File: config.mk
export PLATFORM = sky130hd
export DESIGN_NAME = uart_tx_buffered_flat
export DESIGN_NICKNAME = d
export VERILOG_FILES = /design/src/rtl/uart_tx_buffered_pkg.sv /design/src/rtl/uart_tx_buffered_if.sv /design/src/rtl/uart_tx_buffered_sync_fifo.sv /design/src/rtl/uart_tx_buffered.sv /design/src/flat_wrapper.sv
export SDC_FILE = /design/constraint.sdc
export NUM_CORES = 1
export LEC_CHECK = 0
export CORE_MARGIN = 3
export CORE_UTILIZATION = 55
export DETAILED_ROUTE_END_ITERATION = 7
export PLACE_DENSITY = 0.71
export SYNTH_ARGS = -nofsm -noshare
export SYNTH_HDL_FRONTEND = slang
export SYNTH_SLANG_ARGS = --single-unit
File: constraint.sdc
create_clock -name i_Clock -period 4.7 [get_ports i_Clock]
set_input_delay 0.705 -clock i_Clock [delete_from_list [all_inputs] [get_ports i_Clock]]
set_output_delay 0.705 -clock i_Clock [all_outputs]
set_load 0.02 [all_outputs]
File: src/rtl/uart_tx_buffered_pkg.sv
// Shared constants and FSM state type for the buffered UART transmitter.
// The default bit timing matches the uart_rx block on the far end of the link.
package uart_tx_buffered_pkg;

  localparam int DEFAULT_CLKS_PER_BIT = 1085;
  localparam int DEFAULT_WORD         = 9;
  localparam int DEFAULT_FIFO_DEPTH   = 4;

  typedef enum logic [1:0] {
    ST_IDLE  = 2'd0,
    ST_START = 2'd1,
    ST_DATA  = 2'd2,
    ST_STOP  = 2'd3
  } tx_state_e;

endpackage

File: src/rtl/uart_tx_buffered_if.sv
// Producer-side valid/ready handshake into the transmitter FIFO.
// The master modport is the word producer; the slave modport is the transmitter.
interface uart_tx_buffered_if
  import uart_tx_buffered_pkg::*;
#(
  parameter int WORD       = DEFAULT_WORD,
  parameter int FIFO_DEPTH = DEFAULT_FIFO_DEPTH
);

  localparam int CNT_W = $clog2(FIFO_DEPTH + 1);

  logic             i_Tx_DV;
  logic [WORD-1:0]  i_Tx_Byte;
  logic             o_Tx_Ready;
  logic [CNT_W-1:0] o_Fifo_Count;

  modport master (
    output i_Tx_DV,
    output i_Tx_Byte,
    input  o_Tx_Ready,
    input  o_Fifo_Count
  );

  modport slave (
    input  i_Tx_DV,
    input  i_Tx_Byte,
    output o_Tx_Ready,
    output o_Fifo_Count
  );

endinterface

File: src/rtl/uart_tx_buffered_sync_fifo.sv
// Small synchronous FIFO with a first-word-fall-through read port.
// Push is ignored while full and pop is ignored while empty.
module uart_tx_buffered_sync_fifo
  import uart_tx_buffered_pkg::*;
#(
  parameter int WIDTH = DEFAULT_WORD,
  parameter int DEPTH = DEFAULT_FIFO_DEPTH
) (
  input  logic                       i_Clock,
  input  logic                       i_Rst_n,
  input  logic                       i_Push,
  input  logic [WIDTH-1:0]           i_Data,
  input  logic                       i_Pop,
  output logic [WIDTH-1:0]           o_Data,
  output logic                       o_Full,
  output logic                       o_Empty,
  output logic [$clog2(DEPTH+1)-1:0] o_Count
);

  localparam int PTR_W = $clog2(DEPTH);
  localparam int CNT_W = $clog2(DEPTH + 1);

  logic [WIDTH-1:0] mem_q [DEPTH];
  logic [PTR_W-1:0] wr_ptr_q, rd_ptr_q;
  logic [CNT_W-1:0] count_q;
  logic             push_ok, pop_ok;

  assign o_Full  = (count_q == CNT_W'(DEPTH));
  assign o_Empty = (count_q == '0);
  assign o_Count = count_q;
  assign o_Data  = mem_q[rd_ptr_q];
  assign push_ok = i_Push && !o_Full;
  assign pop_ok  = i_Pop && !o_Empty;

  always_ff @(posedge i_Clock) begin
    if (push_ok) begin
      mem_q[wr_ptr_q] <= i_Data;
    end
  end

  // Pointers wrap naturally because DEPTH is a power of two.
  always_ff @(posedge i_Clock or negedge i_Rst_n) begin
    if (!i_Rst_n) begin
      wr_ptr_q <= '0;
      rd_ptr_q <= '0;
      count_q  <= '0;
    end else begin
      if (push_ok) begin
        wr_ptr_q <= wr_ptr_q + PTR_W'(1);
      end
      if (pop_ok) begin
        rd_ptr_q <= rd_ptr_q + PTR_W'(1);
      end
      case ({push_ok, pop_ok})
        2'b10:   count_q <= count_q + CNT_W'(1);
        2'b01:   count_q <= count_q - CNT_W'(1);
        default: count_q <= count_q;
      endcase
    end
  end

endmodule

File: src/rtl/uart_tx_buffered.sv
// Buffered UART transmitter: queued words are sent as start/data/stop frames,
// LSB first, back-to-back with no idle gap while the FIFO holds data.
module uart_tx_buffered
  import uart_tx_buffered_pkg::*;
#(
  parameter int CLKS_PER_BIT = DEFAULT_CLKS_PER_BIT,
  parameter int WORD         = DEFAULT_WORD,
  parameter int FIFO_DEPTH   = DEFAULT_FIFO_DEPTH,
  parameter int STOP_BITS    = 1
) (
  input  logic              i_Clock,
  input  logic              i_Rst_n,
  uart_tx_buffered_if.slave tx_if,
  output logic              o_Tx_Serial,
  output logic              o_Tx_Active,
  output logic              o_Tx_Done
);

  localparam int BAUD_W = (CLKS_PER_BIT > 1) ? $clog2(CLKS_PER_BIT) : 1;
  localparam int BIT_W  = $clog2(WORD);
  localparam int CNT_W  = $clog2(FIFO_DEPTH + 1);

  tx_state_e         state_q;
  logic [BAUD_W-1:0] baud_q, baud_d;
  logic [BIT_W-1:0]  bit_idx_q;
  logic              stop_idx_q;
  logic [WORD-1:0]   shift_q;
  logic              serial_q, active_q, done_q;

  logic              fifo_full, fifo_empty, fifo_pop;
  logic [WORD-1:0]   fifo_data;
  logic [CNT_W-1:0]  fifo_count;
  logic              baud_end, last_stop;

  uart_tx_buffered_sync_fifo #(
    .WIDTH (WORD),
    .DEPTH (FIFO_DEPTH)
  ) u_fifo (
    .i_Clock (i_Clock),
    .i_Rst_n (i_Rst_n),
    .i_Push  (tx_if.i_Tx_DV),
    .i_Data  (tx_if.i_Tx_Byte),
    .i_Pop   (fifo_pop),
    .o_Data  (fifo_data),
    .o_Full  (fifo_full),
    .o_Empty (fifo_empty),
    .o_Count (fifo_count)
  );

  // Ready looks only at full, so a push on a popping-while-full edge is refused.
  assign tx_if.o_Tx_Ready   = !fifo_full;
  assign tx_if.o_Fifo_Count = fifo_count;

  assign baud_end  = (baud_q == BAUD_W'(CLKS_PER_BIT - 1));
  assign baud_d    = baud_end ? '0 : baud_q + BAUD_W'(1);
  assign last_stop = (stop_idx_q == 1'(STOP_BITS - 1));
  assign fifo_pop  = !fifo_empty &&
                     ((state_q == ST_IDLE) ||
                      (state_q == ST_STOP && baud_end && last_stop));

  assign o_Tx_Serial = serial_q;
  assign o_Tx_Active = active_q;
  assign o_Tx_Done   = done_q;

  always_ff @(posedge i_Clock or negedge i_Rst_n) begin
    if (!i_Rst_n) begin
      state_q    <= ST_IDLE;
      baud_q     <= '0;
      bit_idx_q  <= '0;
      stop_idx_q <= 1'b0;
      shift_q    <= '0;
      serial_q   <= 1'b1;
      active_q   <= 1'b0;
      done_q     <= 1'b0;
    end else begin
      done_q <= 1'b0;
      case (state_q)
        ST_IDLE: begin
          baud_q <= '0;
          if (!fifo_empty) begin
            shift_q  <= fifo_data;
            serial_q <= 1'b0;
            active_q <= 1'b1;
            state_q  <= ST_START;
          end
        end

        ST_START: begin
          baud_q <= baud_d;
          if (baud_end) begin
            serial_q  <= shift_q[0];
            shift_q   <= {1'b0, shift_q[WORD-1:1]};
            bit_idx_q <= '0;
            state_q   <= ST_DATA;
          end
        end

        ST_DATA: begin
          baud_q <= baud_d;
          if (baud_end) begin
            if (bit_idx_q == BIT_W'(WORD - 1)) begin
              serial_q   <= 1'b1;
              stop_idx_q <= 1'b0;
              state_q    <= ST_STOP;
            end else begin
              serial_q  <= shift_q[0];
              shift_q   <= {1'b0, shift_q[WORD-1:1]};
              bit_idx_q <= bit_idx_q + BIT_W'(1);
            end
          end
        end

        ST_STOP: begin
          baud_q <= baud_d;
          if (baud_end) begin
            if (last_stop) begin
              // Chain straight into the next start bit when a word is waiting.
              done_q <= 1'b1;
              if (!fifo_empty) begin
                shift_q  <= fifo_data;
                serial_q <= 1'b0;
                state_q  <= ST_START;
              end else begin
                active_q <= 1'b0;
                state_q  <= ST_IDLE;
              end
            end else begin
              stop_idx_q <= stop_idx_q + 1'b1;
            end
          end
        end

        default: state_q <= ST_IDLE;
      endcase
    end
  end

endmodule

File: src/flat_wrapper.sv
// flat-port wrapper written by rule: the top's interface ports become plain ports
module uart_tx_buffered_flat import uart_tx_buffered_pkg::*;
#(
  parameter int CLKS_PER_BIT = DEFAULT_CLKS_PER_BIT,
  parameter int WORD         = DEFAULT_WORD,
  parameter int FIFO_DEPTH   = DEFAULT_FIFO_DEPTH,
  parameter int STOP_BITS    = 1
)
  (i_Clock, i_Rst_n, o_Tx_Serial, o_Tx_Active, o_Tx_Done, tx_if_i_Tx_DV, tx_if_i_Tx_Byte, tx_if_o_Tx_Ready, tx_if_o_Fifo_Count);
  uart_tx_buffered_if #(.WORD(WORD), .FIFO_DEPTH(FIFO_DEPTH)) tx_if_i ();
  input  logic i_Clock;
  input  logic i_Rst_n;
  output logic o_Tx_Serial;
  output logic o_Tx_Active;
  output logic o_Tx_Done;
  input wire logic [$bits(tx_if_i.i_Tx_DV)-1:0] tx_if_i_Tx_DV;
  input wire logic [$bits(tx_if_i.i_Tx_Byte)-1:0] tx_if_i_Tx_Byte;
  output wire logic [$bits(tx_if_i.o_Tx_Ready)-1:0] tx_if_o_Tx_Ready;
  output wire logic [$bits(tx_if_i.o_Fifo_Count)-1:0] tx_if_o_Fifo_Count;
  assign tx_if_i.i_Tx_DV = tx_if_i_Tx_DV;
  assign tx_if_i.i_Tx_Byte = tx_if_i_Tx_Byte;
  assign tx_if_o_Tx_Ready = tx_if_i.o_Tx_Ready;
  assign tx_if_o_Fifo_Count = tx_if_i.o_Fifo_Count;
  uart_tx_buffered #(.CLKS_PER_BIT(CLKS_PER_BIT), .WORD(WORD), .FIFO_DEPTH(FIFO_DEPTH), .STOP_BITS(STOP_BITS)) u_core (.i_Clock(i_Clock), .i_Rst_n(i_Rst_n), .tx_if(tx_if_i), .o_Tx_Serial(o_Tx_Serial), .o_Tx_Active(o_Tx_Active), .o_Tx_Done(o_Tx_Done));
endmodule
Word level (Yosys, flattened, before mapping)
Memories as Yosys holds them, arrays and structs flattened.
Cells that the tools add are included.
{ "op_classes": {"shifts": 0, "bitwise_logic": 1, "n_lt_le_gt_ge": 0, "reduce_logical": 21, "add_sub_neg": 7, "n_div": 0, "eq_ne": 16, "n_mul": 0, "n_mux": 44} }
{ "op_table": {"columns": ["operator", "count"], "rows": [
  ["9-bit 2-to-1 mux", 6],
  ["9-bit case mux with 4 select lines", 1],
  ["11-bit case mux with 2 select lines", 1],
  ["1-bit 2-to-1 mux", 20],
  ["2-bit 2-to-1 mux", 6],
  ["4-bit 2-to-1 mux", 3],
  ["4-bit AND reduction", 3],
  ["11-bit by 1-bit adder with 11-bit output (second input constant)", 1],
  ["11-bit equality test (second input constant)", 1],
  ["11-bit 2-to-1 mux", 1],
  ["2-bit by 1-bit != test with 1-bit output (second input constant)", 5],
  ["5-bit AND reduction", 2],
  ["2-bit case mux with 4 select lines", 1],
  ["4-bit case mux with 2 select lines", 1],
  ["2-bit nonzero test", 4],
  ["2-bit equality test (second input constant)", 3],
  ["2-bit != test (second input constant)", 3],
  ["3-bit case mux with 2 select lines", 1],
  ["6-bit AND reduction", 1],
  ["1-bit logical AND", 5],
  ["2-bit by 1-bit adder with 2-bit output (second input constant)", 2],
  ["4-bit by 1-bit adder with 4-bit output (second input constant)", 1],
  ["2-bit by 1-bit equality test with 1-bit output (second input constant)", 2],
  ["4-bit equality test (second input constant)", 1],
  ["12 further kinds", 14]
]} }
{ "word_totals": {"ff_bits": 37, "output_inout_bits": 7, "rom_bits": 0, "latch_bits": 0, "mem_bits_rw": 36, "memories": 1, "word_cells": 101, "in_bits": 12} }
{ "mem_list": {"columns": ["name", "words", "word_bits", "read_ports", "rd_clocked_by_memory_dff", "wr", "line", "source"], "rows": [
  ["u_core.u_fifo.mem_q", 4, 9, 1, 0, 1, "uart_tx_buffered_sync_fifo.sv:23", "logic [WIDTH-1:0] mem_q [DEPTH];"]
]} }

Logic depth before layout (Yosys ltp)
Gate-level depths: netlist of run 1.
{ "logic_depth": {"word_depth": 8, "depth_mapped": 11, "depth_no_buf": 11} }

Cells and area by module
From an unflattened synthesis of run 1, not the netlist that was laid out.
{ "hier_totals": {"hier_cells": 236, "hier_area_um2": 3357.0} }
{ "modules_own_cells": {"columns": ["mod", "n_inst", "area_each_um2", "seq_area_each_um2", "cells_each"], "rows": [
  ["uart_tx_buffered_sync_fifo", 1, 1739.2, 1256.2, 84],
  ["uart_tx_buffered", 1, 1617.8, 726.9, 152]
]} }

Worst setup path before layout of run 1
OpenSTA, ideal clock, no wires.
{ "synth_path": {"path_kind": "register to register", "startpoint": "register u_core.u_fifo.count_q[0], in the netlist u_core.u_fifo.o_Count[0]", "endpoint": "register u_core.u_fifo.count_q[2], in the netlist u_core.u_fifo.o_Count[2]", "path_slack_ps": 2460, "t_arrival_ps": 2160, "period_less_slack_ps": 2240, "setup_ps": 80, "n_path_buf": 0, "stages_incl_launch_ff": 11, "t_required_ps": 4620, "cell_sequence": "dfrtp_1 -> inv_1 -> nand3_1 -> and2_1 -> inv_1 -> ha_1 -> inv_1 -> fa_1 -> xor2_1 -> nor2_1 -> xor2_1"} }
{ "synth_between": {"word_cells_on_any_way": 13, "classes_between": "2 x add/sub; 3 x eq/ne; 1 x mux; 7 x reduce/logical"} }
{ "synth_rtl": {"columns": ["item", "line", "source"], "rows": [
  ["start, declared", "uart_tx_buffered_sync_fifo.sv:25", "logic [CNT_W-1:0] count_q;"],
  ["start signal, assigned", "uart_tx_buffered_sync_fifo.sv:55", "2'b10: count_q <= count_q + CNT_W'(1);"],
  ["start signal, assigned", "uart_tx_buffered_sync_fifo.sv:56", "2'b01: count_q <= count_q - CNT_W'(1);"],
  ["start signal, assigned", "uart_tx_buffered_sync_fifo.sv:57", "default: count_q <= count_q;"],
  ["3-bit equality test (*)", "uart_tx_buffered_sync_fifo.sv:28", "assign o_Full = (count_q == CNT_W'(DEPTH));"],
  ["1-bit logical NOT (*)", null, null],
  ["named net tx_if_o_Tx_Ready", "flat_wrapper.sv:18", "output wire logic [$bits(tx_if_i.o_Tx_Ready)-1:0] tx_if_o_Tx_Ready;"],
  ["1-bit logical AND (*)", "uart_tx_buffered_sync_fifo.sv:32", "assign push_ok = i_Push && !o_Full;"],
  ["2-bit by 1-bit equality test with 1-bit output / 2-bit equality test (equally long branches)", "uart_tx_buffered_sync_fifo.sv:54", "case ({push_ok, pop_ok})"],
  ["3-bit case mux with 2 select lines / 2-bit nonzero test (equally long branches)", null, null]
]} }
The timed path passes the listed nets; every way through them passes the cells marked *.
A chain may end at the register's enable or synchronous reset.

Worst setup path in the final report of run 1
{ "layout_path": {"startpoint": "register u_core.u_fifo.count_q[0], in the netlist u_core.u_fifo.o_Count[0]", "endpoint": "output tx_if_o_Tx_Ready"} }
{ "layout_between": {"elab_chain_cells": 2} }
{ "layout_lines": {"columns": ["item", "line", "source"], "rows": [
  ["3-bit equality test", "uart_tx_buffered_sync_fifo.sv:28", null],
  ["1-bit logical NOT", "uart_tx_buffered.sv:51", "assign tx_if.o_Tx_Ready = !fifo_full;"],
  ["end, declared", "flat_wrapper.sv:18", null]
]} }
No other way between the ends.

==> impl_metrics.sql, run 1 <==
INSERT INTO impl_metrics (metric_group, metric, value, unit) VALUES
('final_layout', 'drive_above_1_share', '19.62', '%'),
('drt', 'dr.first_iter.drc_count', '85', ''),
('synthesis', 'synthCells', '232', ''),
('sta', 'finalMaxSlewViolations', '0', ''),
('placement', 'pre_cts_ws', '2.179', 'ns'),
('run_status', 'run_status', 'complete, no violations', ''),
('final_layout', 'seqCellArea', '1983', 'sq um'),
('cts', 'hold_bufs_inserted_after_cts', '0', ''),
('synthesis', 'yosys_register_bits', '72', ''),
('global_routing', 'grt_pass1_vias', '1934', ''),
('cts', 'numCtsBuffers', '9', ''),
('cts', 'cts_post_setup_buffers_inserted', '0', ''),
('synthesis', 'synth_cell_type_count', '45', ''),
('sta', 'rsz0062_at_grt', 'no', ''),
('placement', 'globalplace.congestion', '0.7866', ''),
('power', 'leakagePower', '1.545', 'nW'),
('power', 'vdd_ir_drop_max', '450.2', 'uV'),
('synthesis', 'mean_post_synth_cell_area', '14.38', 'sq um'),
('synthesis', 'yosysTopAreaCellShare', '32.40', '%'),
('synthesis', 'synth_enable_flop_cells', '36', ''),
('synthesis', 'synth_top_flop_cell', 'sky130_fd_sc_hd__edfxtp_1', ''),
('cts', 'cts.repair.resized', '0', ''),
('final_layout', 'antenna-diode-count', '0', ''),
('critical_path', 'worst_path_dominant_cell_family', 'buffers and inverters', ''),
('cts', 'clock-sinks', '72', ''),
('final_layout', 'final_area', '3767', 'sq um'),
('global_routing', 'grt_start_max_net_pins', '37', ''),
('critical_path', 'end_kind', 'output pin', ''),
('critical_path', 'path_buf_inv', '2', ''),
('sta', 'tightest_slew', '0.8113', 'ns'),
('final_layout', 'multiInputGateArea', '1274', 'sq um'),
('critical_path', 'crit_required', '3.99', 'ns'),
('floorplanning', 'die_h', '83.89', 'microns'),
('synthesis', 'synth_nets', '259', ''),
('synthesis', 'yosys_warnings', '0', ''),
('drt', 'wl', '5.551', 'mm'),
('critical_path', 'critical_path_class', 'register to output pin', ''),
('sta', 'fin_tns_setup', '0', 'ns'),
('final_layout', 'layout.nets', '282', ''),
('drt', 'avgRoutedWirePerCell', '16.72', 'microns'),
('final_layout', 'area_growth_syn_to_layout', '12.90', '%'),
('drt', 'detail_route.drc_violations', '0', ''),
('sta', 'postLayoutSetupSlackWorst', '2.287', 'ns'),
('drt', 'vias_per_cell', '5.633', ''),
('drt', 'detail_route.first_pass.iterations', '4', ''),
('placement', 'io_buffers', '18', ''),
('drt', 'detailroute.wirelength.met3', '157', 'microns'),
('sta', 'worst_slew_margin_rel', '45.92', '%'),
('drt', 'vias_after_detailed_routing', '1870', ''),
('cts', 'clk_root_buffer_cell', 'sky130_fd_sc_hd__clkbuf_8', ''),
('cts', 'max-clock-path-buffers', '2', ''),
('cts', 'h_tree_levels', '3', ''),
('drt', 'm1WireLength', '2.805', 'mm'),
('floorplanning', 'dieWidth', '83.89', 'microns'),
('cts', 'cts_tree', 'yes', ''),
('worst_hold_path', 'hold_path_class', 'primary input to asynchronous set/reset pin', ''),
('drt', 'topRoutingLayerUsed', 'met4', ''),
('power', 'pwr_cell_area', '632.0', 'nW/um^2'),
('sta', 'final-setup-viol-count', '0', ''),
('global_routing', 'wire_length_of_the_first_global_routing_pass', '9.867', 'mm'),
('floorplanning', 'design.core.area', '5675', 'sq um'),
('synthesis', 'synth_async_sr_flop_share', '50.00', '%'),
('cts', 'clock_latency', '0.34', 'ns'),
('critical_path', 'critical_path_s_slowest_cell', 'sky130_fd_sc_hd__clkdlybuf4s50_1', ''),
('global_routing', 'globalRouteTotalUtil', '18.07', '%'),
('sta', 'period_share', '51.35', '%'),
('placement', 'placed_standard_cell_area', '3571', 'sq um'),
('sta', 'fin_worst_skew', '0.007018', 'ns'),
('critical_path', 'setup.worst_path.start_class', 'register', ''),
('synthesis', 'synth.area.top_cells', 'sky130_fd_sc_hd__edfxtp_1 32%, sky130_fd_sc_hd__dfrtp_1 26%, sky130_fd_sc_hd__mux2_2 6.4%', ''),
('sta', 'period_needed', '2.413', 'ns');
## per-stage QoR
stage                     total power, mW  hold slack (ns)  util [%]  instances
after global placement              1.892           0.4621     62.92        316
final                               2.381           0.4547     66.38        332
after CTS                           2.411           0.4727     66.38        332
after global routing                2.560           0.5074     66.38        332
after detailed placement            1.925           0.4645     62.92        316
after floorplan                     1.689           0.4094         -        232
## final timing paths
check                                    startpoint                        to  slack [ns]  cells after the start
setup / recovery           u_core.u_fifo.o_Count[0]          tx_if_o_Tx_Ready        2.29                      3
hold / removal                              i_Rst_n         u_core.shift_q[6]        0.45                      1
setup reg to reg                   u_core.baud_q[0]  u_core.u_fifo.o_Count[2]        2.31                     11
hold reg to reg                  u_core.o_Tx_Serial        u_core.o_Tx_Serial        0.47                      2
max in group asynchronous                   i_Rst_n         u_core.shift_q[1]        3.73                      1
min in group i_Clock             u_core.o_Tx_Serial        u_core.o_Tx_Serial        0.47                      2
## worst register-to-register path: cells and delay by family, from the launching register on
family | cells | cell delay, ns
adder cells (fa/ha/maj) | 3 | 0.70
XOR/XNOR | 2 | 0.29
AND/OR/NAND/NOR | 3 | 0.57
flip-flops | 1 | 0.41
AO/OA/AOI/OAI | 1 | 0.20
buffers and inverters | 2 | 0.13
## report_power, final
part,leakage [nW],switching (mW),internal [mW]
clock,0.0968,0.231,0.248
combinational,0.666,0.449,0.476
sequential,0.782,0.137,0.841
total,1.55,0.816,1.56
## cell families after synthesis
kind of cell / synth area share (%)
flip-flops: 59.43
AND/OR/NAND/NOR: 10.87
multiplexers: 13.09
AO/OA/AOI/OAI: 4.424
buffers and inverters: 2.399
XOR/XNOR: 3.937
adder cells (fa/ha/maj): 5.849
## per-layer routing
| layer | vias up | track usage (%) |
|---|---|---|
| li1 | 898 | - |
| met1 | 931 | 26.45 |
| met2 | 29 | 26.46 |
| met3 | 12 | 3.554 |
| met4 | 0 | 7.456 |
| met5 | - | 0 |
## cell type report
class	instances	share of cell area, %
Sequential cell	72	52.64
Tap cell	72	2.391
Inverter	13	1.295
Timing Repair Buffer	18	4.650
Clock inverter	6	1.827
Multi-Input combinational cell	141	33.81
Clock buffer	10	3.388
## sequential cells by signal (all words and copies together) (netlist names)
signal / cells
u_core.u_fifo.mem_q: 36
u_core.baud_q: 11
u_core.shift_q: 9
u_core.bit_idx_q: 4
u_core.u_fifo.o_Count: 3
u_core.state_q: 2
u_core.u_fifo.rd_ptr_q: 2
u_core.u_fifo.wr_ptr_q: 2
u_core.o_Tx_Active: 1
u_core.o_Tx_Done: 1
u_core.o_Tx_Serial: 1
## Yosys cell counts (2+ instances only)
library cell,instances
sky130_fd_sc_hd__a21oi_1,4
sky130_fd_sc_hd__a221o_1,2
sky130_fd_sc_hd__and2_1,3
sky130_fd_sc_hd__and3_1,11
sky130_fd_sc_hd__clkbuf_1,4
sky130_fd_sc_hd__dfrtp_1,35
sky130_fd_sc_hd__edfxtp_1,36
sky130_fd_sc_hd__ha_1,14
sky130_fd_sc_hd__inv_1,13
sky130_fd_sc_hd__mux2_2,19
sky130_fd_sc_hd__mux2i_1,2
sky130_fd_sc_hd__mux4_2,9
sky130_fd_sc_hd__nand2_1,7
sky130_fd_sc_hd__nand3_1,6
sky130_fd_sc_hd__nand3b_1,3
sky130_fd_sc_hd__nand4_1,3
sky130_fd_sc_hd__nor2_1,14
sky130_fd_sc_hd__nor2b_1,2
sky130_fd_sc_hd__nor3_1,3
sky130_fd_sc_hd__o21ai_0,3
sky130_fd_sc_hd__or3_1,2
sky130_fd_sc_hd__xnor2_1,4
sky130_fd_sc_hd__xor2_1,11
Note: power is estimated with default switching activity, not from simulation.
==> run 2, diff against run 1 <==
clock period = 2.5 ns   (was 4.7 ns; I/O delays follow)
==> impl_metrics.sql, run 2 (synthesized netlist as in run 1, its figures left out) <==
INSERT INTO impl_metrics (metric_group, metric, value, unit) VALUES
('sta', 'fin_tns_setup', '0', 'ns'),
('critical_path', 'critical_path_s_slowest_cell', 'sky130_fd_sc_hd__dfrtp_1', ''),
('power', 'switching_share', '33.55', '%'),
('power', 'pwr_cell_area', '1184', 'nW/um^2'),
('final_layout', 'final.fill_count', '416', ''),
('power', 'total_power', '4.529', 'mW'),
('power', 'p_int', '3.010', 'mW'),
('final_layout', 'largest_register_ff_count', '36', ''),
('sta', 'finalMaxSlewViolations', '0', ''),
('cts', 'clock-sinks', '72', ''),
('drt', 'vias_after_detailed_routing', '1866', ''),
('drt', 'drtAntennaViolNets', '0', ''),
('critical_path', 'crit_required', '2.76', 'ns'),
('cts', 'path_clk_slew', '0.08', 'ns'),
('critical_path', 'worst_path_largest_cell_delay', '0.41', 'ns'),
('sta', 'tightest_slew', '0.7887', 'ns'),
('critical_path', 'timing.critical_path.to', 'u_core.u_fifo.o_Count[2]', ''),
('final_layout', 'finish.cell_count_without_fillers', '339', ''),
('placement', 'placed_cells', '320', ''),
('sta', 'worst_slew_margin_rel', '47.42', '%'),
('cts', 'clock_latency', '0.34', 'ns'),
('power', 'vdd_ir_drop_max', '866.2', 'uV'),
('critical_path', 'worst-endpoint-arrival', '2.53', 'ns'),
('flow_run', 'cap_viol_max_count', '0', ''),
('power', 'power.share.sequential', '39.5', '%'),
('final_layout', 'seqCellArea', '1983', 'sq um'),
('cts', 'h_tree_levels', '3', ''),
('critical_path', 'path_cells', 'inv_1, ha_1, and4bb_2, a41o_1, and2_4, ha_2, inv_1, fa_1, xor2_1, nor2_1, xor2_1', ''),
('final_layout', 'mostFrequentLayoutCell', 'sky130_fd_sc_hd__edfxtp_1', ''),
('final_layout', 'antenna-diode-count', '0', ''),
('floorplanning', 'design.portCount', '19', ''),
('worst_hold_path', 'hold_path_class', 'primary input to asynchronous set/reset pin', ''),
('global_routing', 'wire_length_of_the_first_global_routing_pass', '9.418', 'mm'),
('sta', 'period_share', '90.97', '%'),
('critical_path', 'r2r_start', 'u_core.baud_q[0]', ''),
('critical_path', 'end_kind', 'register', ''),
('cts', 'numCtsBuffers', '9', ''),
('final_layout', 'layout.nets', '289', ''),
('final_layout', 'area_growth_syn_to_layout', '14.59', '%'),
('sta', 'period_needed', '2.274', 'ns'),
('placement', 'place.detailed.hpwl', '3.849', 'mm'),
('floorplanning', 'design.core.area', '5675', 'sq um'),
('critical_path', 'setup.worst_path.start_class', 'register', ''),
('global_routing', 'grt_start_max_net_pins', '37', ''),
('critical_path', 'worst_path_dominant_cell_family', 'adder cells', ''),
('placement', 'io_buffers', '18', ''),
('cts', 'hold_bufs_inserted_after_cts', '0', ''),
('global_routing', 'globalRouteTotalUtil', '17.54', '%'),
('cts', 'clk_root_buffer_cell', 'sky130_fd_sc_hd__clkbuf_8', ''),
('floorplanning', 'floorplan.die_area', '7038', 'sq um'),
('critical_path', 'timing.critical_path.fanout_max', '4', ''),
('critical_path', 'critical_path_class', 'register to register', ''),
('critical_path', 'worst-r2r-setup-slack', '0.23', 'ns'),
('sta', 'final-setup-viol-count', '0', ''),
('drt', 'dr.first_iter.drc_count', '67', ''),
('sta', 'fin_worst_skew', '0.006501', 'ns'),
('global_routing', 'grt_pass1_vias', '1888', ''),
('placement', 'globalplace.congestion', '0.8156', ''),
('critical_path', 'rr_endpoint', 'u_core.u_fifo.o_Count[2]', ''),
('cts', 'max-clock-path-buffers', '2', ''),
('final_layout', 'regMostFlops', 'u_core.u_fifo.mem_q', ''),
('floorplanning', 'std_cell_rows', '27', ''),
('cts', 'cts_tree', 'yes', ''),
('sta', 'report.final.hold_viol_count', '0', ''),
('run_status', 'run_status', 'complete, no violations', ''),
('sta', 'rsz0062_at_grt', 'no', ''),
('sta', 'fmaxAchievable', '439.7', 'MHz'),
('drt', 'detail_route.first_pass.iterations', '4', ''),
('final_layout', 'share_of_the_core_filled_with_cells_in_the_final_layout', '67.37', '%'),
('drt', 'wl', '5.491', 'mm'),
('placement', 'pre_cts_ws', '0.1580', 'ns'),
('critical_path', 'worstSetupStartpoint', 'u_core.baud_q[0]', ''),
('sta', 'postLayoutSetupSlackWorst', '0.2257', 'ns'),
('global_routing', 'antenna_found_initial', '0', ''),
('critical_path', 'rr_worst_depth', '11', ''),
('floorplanning', 'floorplan.initialDensity', '58.80', '%'),
('final_layout', 'reg_top3', 'u_core.u_fifo.mem_q (36), u_core.baud_q (11), u_core.shift_q (9)', ''),
('global_routing', 'global_route.overflow_total', '0', ''),
('power', 'power_switching', '1.519', 'mW'),
('power', 'power.share.clock', '19.6', '%'),
('drt', 'avgRoutedWirePerCell', '16.20', 'microns'),
('floorplanning', 'die_h', '83.89', 'microns'),
('critical_path', 'path_buf_inv', '2', ''),
('floorplanning', 'dieWidth', '83.89', 'microns'),
('final_layout', 'drive_above_1_share', '22.47', '%'),
('power', 'leakagePower', '1.576', 'nW'),
('drt', 'vias_per_cell', '5.504', ''),
('final_layout', 'most-common-layout-cells', '36 x sky130_fd_sc_hd__edfxtp_1, 35 x sky130_fd_sc_hd__dfrtp_1, 19 x sky130_fd_sc_hd__mux2_2, 17 x sky130_fd_sc_hd__clkdlybuf4s50_1, 14 x sky130_fd_sc_hd__nor2_1', ''),
('critical_path', 'critical_path_cell_count', '11', ''),
('drt', 'detail_route.drc_violations', '0', ''),
('power', 'comb_power_share', '40.9', '%'),
('final_layout', 'multiInputGateArea', '1279', 'sq um');
[run 2: repair_timing]
| item | in CTS | in global routing |
|---|---|---|
| gates resized for setup | 0 | 2 |
| endpoints found under the setup margin | 0 | 1 |
| buffers inserted | 0 | 3 |
[run 2: per-layer routing]
| metal | share of wire [%] | wire length, microns | GRT usage (%) |
|---|---|---|---|
| met5 | 0 | 0 | 0 |
| met4 | 2.1 | 118 | 8.333 |
| met3 | 3.0 | 165 | 4.047 |
| met2 | 46 | 2539 | 25.81 |
| met1 | 49 | 2668 | 24.72 |
[run 2: power by group through the flow]
stage / Combinational, mW / Sequential [mW] / Clock (mW)
global route: 2.09 / 1.83 / 0.968
floorplan: 1.40 / 1.77 / 0
CTS: 1.85 / 1.79 / 0.917
global placement: 1.80 / 1.80 / 0
detailed placement: 1.84 / 1.82 / 0
finish: 1.85 / 1.79 / 0.888
[run 2: how the worst min path moves through the flow]
stage	start	to	slack, ns	cells after the start
finish	i_Rst_n	u_core.shift_q[4]	0.12	1
floorplan	i_Rst_n	u_core.baud_q[0]	0.08	0
global placement	u_core.baud_q[0]	u_core.baud_q[0]	0.46	1
global route	i_Rst_n	u_core.shift_q[5]	0.16	1
CTS	i_Rst_n	u_core.shift_q[4]	0.14	1
detailed placement	u_core.baud_q[0]	u_core.baud_q[0]	0.47	1
[run 2: final cells by class]
| cell class | instances | area share [%] |
|---|---|---|
| clock buffers | 10 | 3.338 |
| repair buffers | 25 | 5.955 |
| inverters | 13 | 1.276 |
| well taps | 72 | 2.356 |
| clock inverters | 6 | 1.767 |
| flip-flops and latches | 72 | 51.87 |
| multi-input cells | 141 | 33.44 |
[run 2: metrics by stage]
step	hold WS, ns	area [sq um]
after global placement	0.4594	3601
after global routing	0.1636	3824
after floorplan	0.07941	3337
after CTS	0.1449	3796
after detailed placement	0.4741	3601
final	0.1179	3824
